===== src/rtl/clk_div_ctrl_pkg.sv =====
// Shared types and constants for the clk_div_ctrl clock divider slice.
package clk_div_ctrl_pkg;

    typedef enum logic [1:0] {
        StRun,
        StHalted,
        StStep
    } state_e;

    localparam logic [1:0] SelSlow = 2'd0;
    localparam logic [1:0] SelFast = 2'd1;
    localparam logic [1:0] SelProg = 2'd2;
    localparam logic [1:0] SelRsvd = 2'd3;

    localparam int unsigned DivSlowDefault = 2500;
    localparam int unsigned DivFastDefault = 1;

endpackage


===== src/rtl/div_counter.sv =====
// Half-period counter: counts enabled cycles, toggles clk_out when count reaches the divisor.
module div_counter #(
    parameter int unsigned CNT_W = 32
) (
    input  logic             clk,
    input  logic             reset,
    input  logic             en,
    input  logic [CNT_W-1:0] div,
    output logic [CNT_W-1:0] count,
    output logic             clk_out,
    output logic             toggle
);

    logic [CNT_W-1:0] count_q, count_d;
    logic             clk_out_q, clk_out_d;

    always_comb begin
        toggle    = en && (count_q == div);
        count_d   = count_q;
        clk_out_d = clk_out_q;
        if (toggle) begin
            count_d   = '0;
            clk_out_d = ~clk_out_q;
        end else if (en) begin
            count_d = count_q + CNT_W'(1);
        end
    end

    always_ff @(negedge clk or negedge reset) begin
        if (!reset) begin
            count_q   <= '0;
            clk_out_q <= 1'b0;
        end else begin
            count_q   <= count_d;
            clk_out_q <= clk_out_d;
        end
    end

    assign count   = count_q;
    assign clk_out = clk_out_q;

endmodule


===== src/rtl/clk_div_ctrl.sv =====
// Programmable clock divider with halt/single-step control and edge pulses.
// All state updates on the falling edge of clk.
module clk_div_ctrl
    import clk_div_ctrl_pkg::*;
#(
    parameter int unsigned CNT_W    = 32,
    parameter int unsigned DIV_SLOW = DivSlowDefault,
    parameter int unsigned DIV_FAST = DivFastDefault
) (
    input  logic             clk,
    input  logic             reset,
    input  logic [1:0]       sel,
    input  logic             div_wr,
    input  logic [CNT_W-1:0] div_val,
    input  logic             halt,
    input  logic             step,
    output logic             clk_out,
    output logic             rise_pulse,
    output logic             fall_pulse,
    output logic             halted
);

    localparam logic [CNT_W-1:0] DivSlowW = CNT_W'(DIV_SLOW);
    localparam logic [CNT_W-1:0] DivFastW = CNT_W'(DIV_FAST);

    state_e           state_q, state_d;
    logic [CNT_W-1:0] prog_q, prog_d;
    logic [CNT_W-1:0] div_q, div_d;
    logic [CNT_W-1:0] div_next;
    logic [CNT_W-1:0] count;
    logic             rise_q, rise_d;
    logic             fall_q, fall_d;
    logic             cnt_en;
    logic             toggle;
    logic             park;

    // A write landing on a toggle cycle must already feed the next phase.
    always_comb begin
        prog_d = div_wr ? div_val : prog_q;
        unique case (sel)
            SelFast:          div_next = DivFastW;
            SelProg:          div_next = prog_d;
            SelSlow, SelRsvd: div_next = DivSlowW;
        endcase
        div_d  = toggle ? div_next : div_q;
        rise_d = toggle && !clk_out;
        fall_d = toggle && clk_out;
    end

    // Park only at the very start of a high phase so the held level is always 1.
    assign park   = halt && clk_out && (count == '0);
    assign cnt_en = (state_q == StStep) || ((state_q == StRun) && !park);

    always_comb begin
        state_d = state_q;
        unique case (state_q)
            StRun: begin
                if (park) state_d = StHalted;
            end
            StHalted: begin
                if (!halt)     state_d = StRun;
                else if (step) state_d = StStep;
            end
            StStep: begin
                // Entered with clk_out high, so the first rising toggle ends the step.
                if (toggle && !clk_out) state_d = halt ? StHalted : StRun;
            end
            default: state_d = StRun;
        endcase
    end

    always_ff @(negedge clk or negedge reset) begin
        if (!reset) begin
            state_q <= StRun;
            prog_q  <= DivSlowW;
            div_q   <= DivSlowW;
            rise_q  <= 1'b0;
            fall_q  <= 1'b0;
        end else begin
            state_q <= state_d;
            prog_q  <= prog_d;
            div_q   <= div_d;
            rise_q  <= rise_d;
            fall_q  <= fall_d;
        end
    end

    div_counter #(
        .CNT_W (CNT_W)
    ) u_div_counter (
        .clk     (clk),
        .reset   (reset),
        .en      (cnt_en),
        .div     (div_q),
        .count   (count),
        .clk_out (clk_out),
        .toggle  (toggle)
    );

    assign rise_pulse = rise_q;
    assign fall_pulse = fall_q;
    assign halted     = (state_q == StHalted);

endmodule

===== config.mk =====
export PLATFORM = sky130hd
export DESIGN_NAME = clk_div_ctrl
export DESIGN_NICKNAME = d
export VERILOG_FILES = /design/src/rtl/clk_div_ctrl_pkg.sv /design/src/rtl/div_counter.sv /design/src/rtl/clk_div_ctrl.sv
export SDC_FILE = /design/constraint.sdc
export NUM_CORES = 1
export LEC_CHECK = 0
export ABC_AREA = 1
export BUFFER_PORTS_ARGS = -buffer_cell sky130_fd_sc_hd__buf_2
export CAP_MARGIN = 30
export CORE_ASPECT_RATIO = 0.75
export CORE_UTILIZATION = 65
export DETAILED_ROUTE_END_ITERATION = 16
export HOLD_SLACK_MARGIN = 0.03
export PLACE_DENSITY = 0.89
export SYNTH_ARGS = -nofsm -noshare
export SYNTH_HDL_FRONTEND = slang
export SYNTH_SLANG_ARGS = --single-unit

===== constraint.sdc =====
create_clock -name clk -period 4.7 [get_ports clk]
set_input_delay 0.235 -clock clk [delete_from_list [all_inputs] [get_ports clk]]
set_output_delay 0.235 -clock clk [all_outputs]
set_load 0.05 [all_outputs]

==> metrics.cfg, run 1 <==
[cts]
numCtsBuffers = 9
clock_insertion_delay_worst_skew_ns = 0.41
clock_sinks = 101
tritoncts = done
cts_repair_resize_count = 0
cts.hold.buffers_added = 0
clkTransAtPathRegs_ns = 0.05
clock_tree.buffer_depth = 2
htreeDepth = 3
post-cts-setup-buffer-count = 0
cts.root.buffer_cell = clkbuf_16

[power]
total_leakage_power_uw = 0.00304
fraction_of_power_spent_switching_nets_pct = 33.2
power_switching_uw = 743
power.share.clock_pct = 36.3
power.share.sequential_pct = 44.7
p_int_uw = 1500
irDropWorstVdd_mv = 0.356
power_per_cell_area_nw_per_um2 = 363
part_of_the_total_power_dissipated_in_combinational_logic_pct = 19.0

[die]
dieHeight_um = 82.1
num_rows = 28
start_util_pct = 68.7
floorplan_die_width_um = 109
io-pin-count = 43
placeableCoreArea_um2 = 8090
die_area_um2 = 8940

[critical_path]
cp_num_buf_inv = 2
path_delay_family = simple AND/OR/NAND/NOR gates
worst_setup_path_end_kind = flop
cp_slowest_stage_delay_ns = 0.34
worstPathRequired_ns = 2.54
worst-path-max-fanout = 51
worstSetupPathType = in2reg
crit_path_start_kind = input port
worst_ep_arrival_time_ns = 1.78
cpMaxStageDelayCell = nand2_4
timing.critical_path.cells = buf_2, nand2_1, nand3b_1, nor2_1, nand3_1, nand2_1, nand2_4, nand2_4, buf_12, o21ai_0

[logic_synthesis]
syn_nets = 828
distinct_cell_type_count_of_the_synthesized_netlist = 22
post_synth_inst_count = 785
seq_area_frac_synth_pct = 45.7
yosysWarnings = 0
syn_area_um2 = 5560
avgSynthCellArea_um2 = 7.09
ys_ff_latch = 101

[drt]
postRouteAntennaNets = 0
first_pass_detailed_route_iteration_total = 5
first_iter_violations = 527
route.vias.total = 5162
wirelength_um = 14100
via_per_inst = 5.52
detail_route.drc_violations = 0
routed_wire_length_per_instance_um = 15.1

[cells_and_area]
final_area_um2 = 6180
antennaDiodeCount = 0
post_route_cells_drive_above_1_share_pct = 13.1
area_overhead_vs_synth_pct = 11.0
num-nets-final = 868

[global_route]
grt.overflow.total = 0
initial_antenna_violation_count = 0
grt_use_total_pct = 34.7
first_global_vias = 4934
grt_pass1_wl_um = 23400
grt_start_max_net_pins = 52

[status]
result_of_the_run = complete, no violations

[job]
max_cap_violations = 0

[sta]
finalHoldViolCount = 0
fin_worst_skew_ns = 0.0661
fin_tns_setup_ns = 0
final_max_slew_viol_count = 0
fin_ws_ns = 0.758
timing.max_slew.rel_slack_pct = 65.2
rsz_0062_raised_after_global_routing = false
max_slew.worst_pin.slew_ns = 0.522
finalSetupViolCount = 0

[place]
dpl-instance-area_um2 = 5840
port_buffers = 42
detailedPlace.worstSlack_ns = 0.427
routability_congestion_estimate_from_global_placement = 0.950
dpl.hpwl_um = 10100

[worst_hold_path]
worst_min_delay_path_category = reg2reg

==> routing by layer <==
layer  GRT usage (%)  share of wire, %  vias to the layer above
met5               0                 0                        -
met4            12.4               1.9                        0
met3            8.56               7.9                       32
met2            54.8                44                      194
met1            46.9                46                     2384
li1                -                 -                     2552
==> tightest hold or removal path, delay by kind of cell (launching register included) <==
family        cells  cell delay (ns)
flops             1             0.38
simple gates      2             0.12
==> state kept, by name, indices dropped and copies added (netlist names) <==
signal / count
u_div_counter.count: 32
u_div_counter.clk_out: 1
fall_pulse: 1
rise_pulse: 1
prog_q: 32
state_q: 2
div_q: 32
==> cells by family after synthesis <==
logic type / Yosys count / synth area share, %
AOI/OAI and AO/OA: 77 / 7.74
xor gates and xnor gates: 12 / 1.89
adders and majority gates: 4 / 0.900
buffers and inverters: 107 / 8.07
DFF: 101 / 45.7
and+or+nand+nor: 484 / 35.7
==> metrics by stage <==
| stage | instances | utilization (%) | power, uW | hold WS, ns |
|---|---|---|---|---|
| 2_1_floorplan | 785 | - | 1310 | 0.398 |
| 3_3_place_gp | 910 | 72.1 | 1430 | 0.410 |
| 3_5_place_dp | 910 | 72.1 | 1450 | 0.416 |
| 4_1_cts | 935 | 76.3 | 2240 | 0.418 |
| 5_1_grt | 935 | 76.3 | 2340 | 0.432 |
| 6_report | 935 | 76.3 | 2240 | 0.417 |
==> final timing paths <==
check / cells past startpoint / endpoint / slack (ns) / startpoint
min in group asynchronous: 1 / prog_q[28]$_DFF_NN0_ / 2.09 / reset
max in group asynchronous: 2 / prog_q[2]$_DFF_NN1_ / 1.88 / reset
max reg2reg: 11 / div_q[12]$_DFFE_NN0N_ / 2.31 / u_div_counter.count[0]$_DFFE_NN0P_
min: 2 / prog_q[20]$_DFF_NN0_ / 0.42 / prog_q[20]$_DFF_NN0_
min reg2reg: 2 / prog_q[20]$_DFF_NN0_ / 0.42 / prog_q[20]$_DFF_NN0_
max: 10 / div_q[10]$_DFFE_NN0N_ / 0.76 / halt
==> cells in the mapped netlist (all sizes together) <==
cell / number / area, um2
nand3: 26 / 130
nand3b: 2 / 15.0
or2: 7 / 43.8
nor2: 72 / 273
dfstp: 10 / 263
inv: 76 / 285
nand4: 30 / 188
o21ai: 74 / 415
ha: 4 / 50.1
xor2: 12 / 105
a21oi: 3 / 15.0
nand2: 330 / 1250
dfrtn: 91 / 2280
buf: 14 / 100
nor3: 17 / 85.1
clkbuf: 17 / 63.8
==> cell usage in the layout, fill, tap and decap left out, types with 3 or more instances in the layout <==
master / synthesis / final
buf_2: 8 / 41
clkbuf_16: 0 / 9
o21ai_0: 62 / 62
dfstp_2: 10 / 10
nor2_1: 71 / 71
inv_2: 11 / 11
or2_2: 7 / 7
nand3_1: 26 / 26
buf_4: 2 / 8
clkinv_4: 0 / 3
dfrtn_1: 91 / 91
o21ai_2: 12 / 12
inv_1: 65 / 74
nor3_1: 17 / 17
ha_1: 4 / 4
a21oi_1: 3 / 3
xor2_1: 12 / 12
nand4_1: 30 / 30
nand2_1: 328 / 328
==> cell type report <==
cell class                      count  area (um2)
Multi-Input combinational cell    577        2570
Sequential cell                   101        2540
Fill cell                         595        1920
Timing Repair Buffer               51         305
Inverter                           75         282
Clock buffer                       10         229
Tap cell                          105         131
Clock inverter                     16         116
==> power groups by stage <==
stage	clock [uW]	combinational, uW	sequential [uW]
2_1_floorplan	14.4	301	995
3_3_place_gp	14.4	405	1010
3_5_place_dp	14.4	419	1010
4_1_cts	816	423	999
5_1_grt	854	482	1010
6_report	813	426	1000
(Power assumes the default switching activity.)
==> run 2, diff against run 1 <==
--- a/config.mk
+++ b/config.mk
@@ -9,10 +9,10 @@
 export BUFFER_PORTS_ARGS = -buffer_cell sky130_fd_sc_hd__buf_2
 export CAP_MARGIN = 30
 export CORE_ASPECT_RATIO = 0.75
-export CORE_UTILIZATION = 65
+export CORE_UTILIZATION = 60
 export DETAILED_ROUTE_END_ITERATION = 16
 export HOLD_SLACK_MARGIN = 0.03
-export PLACE_DENSITY = 0.89
+export PLACE_DENSITY = 0.84
 export SYNTH_ARGS = -nofsm -noshare
 export SYNTH_HDL_FRONTEND = slang
 export SYNTH_SLANG_ARGS = --single-unit
==> constraint.sdc (replaced) <==
create_clock -name clk -period 4 [get_ports clk]
set_input_delay 0.2 -clock clk [delete_from_list [all_inputs] [get_ports clk]]
set_output_delay 0.2 -clock clk [all_outputs]
set_load 0.05 [all_outputs]
==> metrics.cfg, run 2 (same netlist as run 1, synthesis figures left out) <==
[status]
result_of_the_run = complete, no violations

[drt]
route.vias.total = 5177
first_pass_detailed_route_iteration_total = 5
first_iter_violations = 391
via_per_inst = 5.49
detail_route.drc_violations = 0
wl_met1_um = 6350
wl_met2_um = 5970
wirelength_um = 13700
routed_wire_length_per_instance_um = 14.6
postRouteAntennaNets = 0
highest_layer = met4
dr_wl_met3_um = 1150

[worst_hold_path]
hold_path_startpoint = prog_q[28]$_DFF_NN0_
hold_end = prog_q[28]$_DFF_NN0_
worst_min_delay_path_category = reg2reg
holdPathStages = 2

[cells_and_area]
final_common_cell = nand2_1
num-nets-final = 869
layout_common_cells = nand2_1, dfrtn_1, inv_1
fin_cells = 943
post_route_cells_drive_above_1_share_pct = 13.2
area_overhead_vs_synth_pct = 11.3
antennaDiodeCount = 0

[global_route]
grt_pass1_wl_um = 23500
first_global_vias = 4805
grt_start_max_net_pins = 57
grt_use_total_pct = 31.4
grt.overflow.total = 0
initial_antenna_violation_count = 0

[die]
num_rows = 30
placeableCoreArea_um2 = 9010
io-pin-count = 43
start_util_pct = 61.7
floorplan_die_width_um = 113
die_area_um2 = 9660
dieHeight_um = 85.4

[place]
port_buffers = 42
routability_congestion_estimate_from_global_placement = 0.954
dpl.hpwl_um = 10100
dp_cells = 918

[cts]
htreeDepth = 3
post-cts-setup-buffer-count = 0
clock_tree.buffer_depth = 2
numCtsBuffers = 9
clock_insertion_delay_worst_skew_ns = 0.41
clkTransAtPathRegs_ns = 0.05
cts_repair_resize_count = 0
cts.hold.buffers_added = 0
clock_sinks = 101
tritoncts = done
cts.root.buffer_cell = clkbuf_16

[critical_path]
worst-path-max-fanout = 4
rr_endpoint = u_div_counter.count[9]$_DFFE_NN0P_
crit-reg2reg-launch = u_div_counter.count[0]$_DFFE_NN0P_
beginning_of_the_critical_path = state_q[0]$_DFFE_NN0P_
worst_r2r_setup_slack_ns = 1.74
crit_path_start_kind = flop
worst_setup_path_end_kind = primary output
worstSetupPathType = reg2out
worstPathRequired_ns = 3.80
worst_ep_arrival_time_ns = 3.22
timing.reg2reg.worst_path_depth = 11

[sta]
finalSetupViolCount = 0
fin_hold_ws_ns = 0.425
rsz_0062_raised_after_global_routing = false
finalHoldViolCount = 0
final_max_slew_viol_count = 0
timing.max_slew.rel_slack_pct = 64.9
max_slew.worst_pin.slew_ns = 0.523
fin_worst_skew_ns = 0.0611
fin_tns_setup_ns = 0

[power]
power.share.sequential_pct = 45.4
power_switching_uw = 861
power.share.clock_pct = 35.2
power_uw = 2590
irDropWorstVdd_mv = 0.307
power_per_cell_area_nw_per_um2 = 418
fraction_of_power_spent_switching_nets_pct = 33.2
part_of_the_total_power_dissipated_in_combinational_logic_pct = 19.4
p_int_uw = 1730
total_leakage_power_uw = 0.00304

[job]
max_cap_violations = 0

-- run 2: changes by cell type in the layout (fill, tap and decap cells not counted), sizes merged --
cell,before,now
clkinv,3,1
inv,87,89
buf,51,52
clkbuf,10,9
clkinvlp,0,1
-- run 2: metal layers --
metal | track usage (%) | up-vias
met5 | 0 | -
met4 | 9.21 | 0
met3 | 7.43 | 26
met2 | 46.5 | 210
met1 | 45.9 | 2399
li1 | - | 2542
-- run 2: how the worst max path moves through the flow --
stage	slack [ns]	to	cells after the start
floorplan	0.66	halted	2
global placement	0.43	div_q[26]$_DFFE_NN0N_	10
detailed placement	0.37	div_q[21]$_DFFE_NN0N_	10
CTS	0.56	halted	3
global route	0.53	div_q[23]$_DFFE_NN0N_	10
finish	0.58	halted	3
-- run 2: layout make-up --
class,instances,area (um2)
clock buffer,9,225
timing repair buffer,52,325
inverter,75,282
sequential,101,2540
clock inverter,17,104
fill,726,2820
tap,112,140
multi-input combinational,577,2570
-- run 2: power groups by stage --
stage                     clock, uW  sequential (uW)  combinational, uW
final                           911             1180                502
after global routing            965             1180                569
after CTS                       920             1170                498
after detailed placement       16.9             1190                494
after global placement         16.9             1190                478
after floorplan                16.9             1170                353
-- run 2: per-stage QoR --
step	util, %	instance area (um2)	worst slack [ns]
after floorplan	-	5560	0.662
after global placement	65.1	5860	0.427
after detailed placement	65.1	5860	0.374
after CTS	68.7	6190	0.559
after global routing	68.7	6190	0.529
final	68.7	6190	0.577
-- run 2: critical path, cell delays in order, from the launching register on --
cell and delay, ns:
dfrtn_1 0.44, inv_1 0.05, nor2_1 0.10, buf_2 0.28
